## src/rtl/reg_file.sv

```systemverilog
// Register file with two registered read ports and one write port.
// r0 is hard-wired to zero; reads see a same-cycle write (write-first).
module reg_file #(
  parameter int unsigned DATA_W = 8,
  parameter int unsigned REG_N  = 8,
  parameter int unsigned ADDR_W = 3
) (
  input  logic              clk,
  input  logic              rst_n,
  input  logic              rd_en,
  input  logic [ADDR_W-1:0] ra1,
  input  logic [ADDR_W-1:0] ra2,
  input  logic              we,
  input  logic [ADDR_W-1:0] wa,
  input  logic [DATA_W-1:0] wd,
  output logic [DATA_W-1:0] a,
  output logic [DATA_W-1:0] b,
  output logic              op_valid
);

  logic [DATA_W-1:0] regs [REG_N];
  logic              wr_live;
  logic [DATA_W-1:0] rd1;
  logic [DATA_W-1:0] rd2;

  assign wr_live = we && (wa != '0);

  // A live write to the address being read forwards wd instead of stale storage.
  always_comb begin
    rd1 = regs[ra1];
    rd2 = regs[ra2];
    if (wr_live && (wa == ra1)) rd1 = wd;
    if (wr_live && (wa == ra2)) rd2 = wd;
  end

  always_ff @(posedge clk or negedge rst_n) begin
    if (!rst_n) begin
      for (int unsigned i = 0; i < REG_N; i++) regs[i] <= '0;
    end else if (wr_live) begin
      regs[wa] <= wd;
    end
  end

  always_ff @(posedge clk or negedge rst_n) begin
    if (!rst_n) begin
      a        <= '0;
      b        <= '0;
      op_valid <= 1'b0;
    end else begin
      op_valid <= rd_en;
      if (rd_en) begin
        a <= rd1;
        b <= rd2;
      end
    end
  end

endmodule
```

## config.mk

```make
export PLATFORM = sky130hd
export DESIGN_NAME = reg_file
export DESIGN_NICKNAME = d
export VERILOG_FILES = /design/src/rtl/reg_file.sv
export SDC_FILE = /design/constraint.sdc
export NUM_CORES = 1
export LEC_CHECK = 0
export CORE_MARGIN = 3
export CORE_UTILIZATION = 53
export DETAILED_ROUTE_END_ITERATION = 12
export PLACE_DENSITY = 0.79
export SLEW_MARGIN = 20
export SYNTH_ARGS = -nofsm -noshare
export SYNTH_HDL_FRONTEND = slang
export SYNTH_SLANG_ARGS = --single-unit
```

## constraint.sdc

```tcl
create_clock -name clk -period 2.1 [get_ports clk]
set_input_delay 0.21 -clock clk [delete_from_list [all_inputs] [get_ports clk]]
set_output_delay 0.21 -clock clk [all_outputs]
set_load 0.02 [all_outputs]
```

==> reports/qor.log <==
INFO  status         run_status=complete, no violations
INFO  clock_tree     cts_post_setup_buffers_inserted=0
INFO  logic_synthesis post_synth_num_cell_types=34
INFO  global_route   groute.usage.overall=23.1%
INFO  logic_synthesis postSynthAreaPerCell=15.6µm²
INFO  final_layout   area.growth.synth_to_final=21.3%
INFO  worst_setup_path cell_with_the_biggest_individual_delay_on_the_critical_path=sky130_fd_sc_hd__mux4_1
INFO  worst_setup_path cp.required=2.35ns
INFO  final_layout   sequential_cell_area=2030µm²
INFO  worst_setup_path startpoint_type=input port
INFO  die            core_footprint=7490µm²
INFO  global_route   antenna_found_initial=0
INFO  pwr            p_switching=0.00126W
INFO  timing         final.setup_skew=0.0107ns
INFO  pwr            combinationalPowerShare=25.7%
INFO  timing         setup_viol=0
INFO  job            maxCapViolCount=0
INFO  detailed_routing drt-vias-per-instance=6.34
INFO  final_layout   postLayoutCellArea=5140µm²
INFO  timing         fmax=550MHz
INFO  clock_tree     clk_transition_reported_paths=0.08ns
INFO  place          gp_congestion=0.847
INFO  timing         max_slew_margin=67.5%
INFO  place          hpwl=6610µm
INFO  pwr            power.leakage=2.19nW
INFO  pwr            power.clock.fraction=27.8%
INFO  timing         timing.final.hold_violations=0
INFO  pwr            switching_share=27.8%
INFO  logic_synthesis simple_gate_share_of_the_synthesized_area=5.49%
INFO  logic_synthesis synth.mux.area_fraction=37.0%
INFO  detailed_routing drc=0
INFO  final_layout   diodes=0
INFO  detailed_routing first_iter_violations=128
INFO  detailed_routing drt-pass1-iter-count=4
INFO  place          post_dp_cell_area=4920µm²
INFO  die            initial_cell_density_of_the_core=56.6%
INFO  logic_synthesis yosysWarningCount=0
INFO  place          placement.io_buffers=37
INFO  timing         grt_setup_unrepaired=no
INFO  clock_tree     tritoncts=built
INFO  die            io_pins=38
INFO  pwr            internal_power=0.00327W
INFO  die            floorplan.rows=31
INFO  pwr            power.ir.vdd_worst=0.338mV
INFO  die            die_area=9110µm²
INFO  timing         finalWorstPathRequiredPeriod=1.82ns
INFO  worst_setup_path critPathArrivalTime=2.07ns
INFO  worst_setup_path crit_fanout=18
INFO  logic_synthesis post_synth_fa_ha_maj_area_fraction=0%
INFO  worst_setup_path crit_path_cell_trace=clkdlybuf4s50_1, buf_12, mux4_1, mux2_2, a221o_1
INFO  global_route   grt_first_pass_wirelength=15,300µm
INFO  detailed_routing routed_wl=9720µm
INFO  final_layout   fillCellCount=502
INFO  logic_synthesis synth-seq-area-share=47.8%
INFO  final_layout   finish.net_count=348
INFO  worst_setup_path reg2reg_slack=0.47ns
INFO  die            fp.dieW=95.4µm
INFO  pwr            power.density_cell_area=880nW/µm²
INFO  clock_tree     cts_hold_buffers=1
INFO  detailed_routing drtAntennaViolNets=0
INFO  clock_tree     numCtsBuffers=9
INFO  worst_setup_path endpoint_kind=flop
INFO  logic_synthesis parity_gate_share_of_the_synthesized_area_counting_xor_and_xnor_cells=1.03%
INFO  clock_tree     post_cts.resized_instances=0
INFO  worst_setup_path max_stage_delay=0.57ns
INFO  timing         worst-slew-pin-transition=0.488ns
INFO  logic_synthesis synth_seq_cells=81
INFO  timing         report.final.slew_viol_count=0
INFO  pwr            power=0.00452W
INFO  detailed_routing dr_total_vias=2,734
INFO  clock_tree     htree_num_levels=3
INFO  logic_synthesis mappedNetlistNets=293
INFO  timing         whs=0.309ns
INFO  final_layout   drive_gt1_share=34.9%
INFO  logic_synthesis synth_compound_gate_area_share=4.87%
INFO  hold_path      min_path_type=input port to asynchronous set/reset pin
INFO  clock_tree     clk_latency=0.36ns
INFO  timing         post-route-period-util=86.6%
INFO  die            dieHeight=95.4µm
INFO  global_route   first_global_vias=2,882
INFO  detailed_routing routedWlPerCell=22.6µm
INFO  pwr            seq_power_share=46.5%
INFO  final_layout   multi_input_gate_area_in_the_final_layout=2060µm²
INFO  logic_synthesis synth_area=4240µm²
INFO  global_route   grt_total_ovfl=0
INFO  clock_tree     cts-root-to-sink-buffers=2
INFO  global_route   pin_count_of_the_biggest_net_entering_global_routing=54
INFO  worst_setup_path type_of_the_worst_setup_path=input port to flop
INFO  logic_synthesis synth_top_family_by_area=multiplexers
INFO  logic_synthesis synthCells=272
INFO  clock_tree     cts_num_sinks=81
INFO  clock_tree     buffer_cell_driving_the_clock_tree_root=sky130_fd_sc_hd__clkbuf_8
layout make-up:
| class | instances | area share [%] |
|---|---|---|
| clock buffers | 10 | 2.48 |
| clock inverters | 6 | 1.75 |
| flip-flops and latches | 81 | 39.4 |
| multi-input cells | 163 | 40.0 |
| well taps | 99 | 2.41 |
| repair buffers | 71 | 13.9 |
| inverters | 1 | 0.0730 |
through the flow:
step | utilization (%) | instances | TNS, ns | setup slack (ns)
after floorplan | - | 272 | 0 | 0.280
after global placement | 65.7 | 414 | -1.19 | -0.0793
after detailed placement | 65.7 | 414 | -1.68 | -0.112
after CTS | 68.7 | 431 | 0 | 0.284
after global routing | 68.7 | 431 | 0 | 0.194
final | 68.7 | 431 | 0 | 0.281
worst max-delay path, delay by kind of cell:
kind / cells / cell delay, ns
buffers and inverters: 2 / 0.69
muxes: 2 / 0.85
AOI/OAI and AO/OA: 1 / 0.31
cells in the mapped netlist, drive strengths merged:
cell      n  area (µm²)
o211a     1        10.0
a21boi    1        7.51
nor3      1        10.0
nor4bb    1        10.0
mux4     32         758
and3b     1        8.76
o211ai    1        7.51
and3      1        6.26
clkbuf   17        63.8
dfrtp    81        2030
xor2      3        26.3
nand4     3        18.8
a221o    16         160
nor4      1        6.26
nand4b    1        8.76
nand2     2        7.51
inv       1        3.75
mux2     72         811
buf      10        92.6
nor2b    17         106
o21ai     1        5.00
o2111ai   1        8.76
nand3     1        5.00
a211oi    1        7.51
xnor2     2        17.5
or3       1        6.26
nor4b     2        38.8
worst paths after layout:
check	to	cells past startpoint	startpoint
worst max-delay path	a[6]	5	ra1[1]
max in group asynchronous	b[0]	3	rst_n
min in group clk	regs[62]	0	regs[62]
worst max register to register	a[2]	3	regs[42]
worst min register to register	regs[62]	0	regs[62]
worst min-delay path	regs[13]	2	rst_n
power by group through the flow:
stage          clock (W)  sequential (W)  combinational (W)
3_5_place_dp           0         0.00212            0.00117
5_1_grt          0.00134         0.00213            0.00125
3_3_place_gp           0         0.00210            0.00113
4_1_cts          0.00127         0.00209            0.00118
2_1_floorplan          0         0.00213           0.000683
6_report         0.00126         0.00210            0.00116
sequential cells by signal, indices dropped and copies added (netlist names):
signal    cells
op_valid      1
b             8
regs         64
a             8
logic make-up (layout without fill, tap and decap cells):
group | after synthesis | after routing
compound gates | 22 | 22
xor+xnor | 5 | 5
buf+inv | 28 | 88
flops | 81 | 81
mux | 104 | 104
simple gates | 32 | 32
cell usage in the layout, fill, tap and decap left out, drive strengths merged, types with 2 or more instances in the layout:
cell type | netlist | layout
nand4 | 3 | 3
clkbuf | 17 | 10
nor2b | 17 | 17
mux4 | 32 | 32
clkinv | 0 | 2
mux2 | 72 | 72
dfrtp | 81 | 81
xnor2 | 2 | 2
nand2 | 2 | 2
clkdlybuf4s50 | 0 | 36
buf | 10 | 34
nor4b | 2 | 2
bufinv | 0 | 2
xor2 | 3 | 3
a221o | 16 | 16
inv | 1 | 2
metal layers:
metal  track usage [%]  up-vias  wire length (µm)
met4              9.83        0               165
met2              39.0       75              4990
li1                  -     1179                 -
met1              29.4     1466              4180
met3              4.03       14               394
met5                 0        -                 0
No activity file was read; power rests on OpenSTA's default activity.
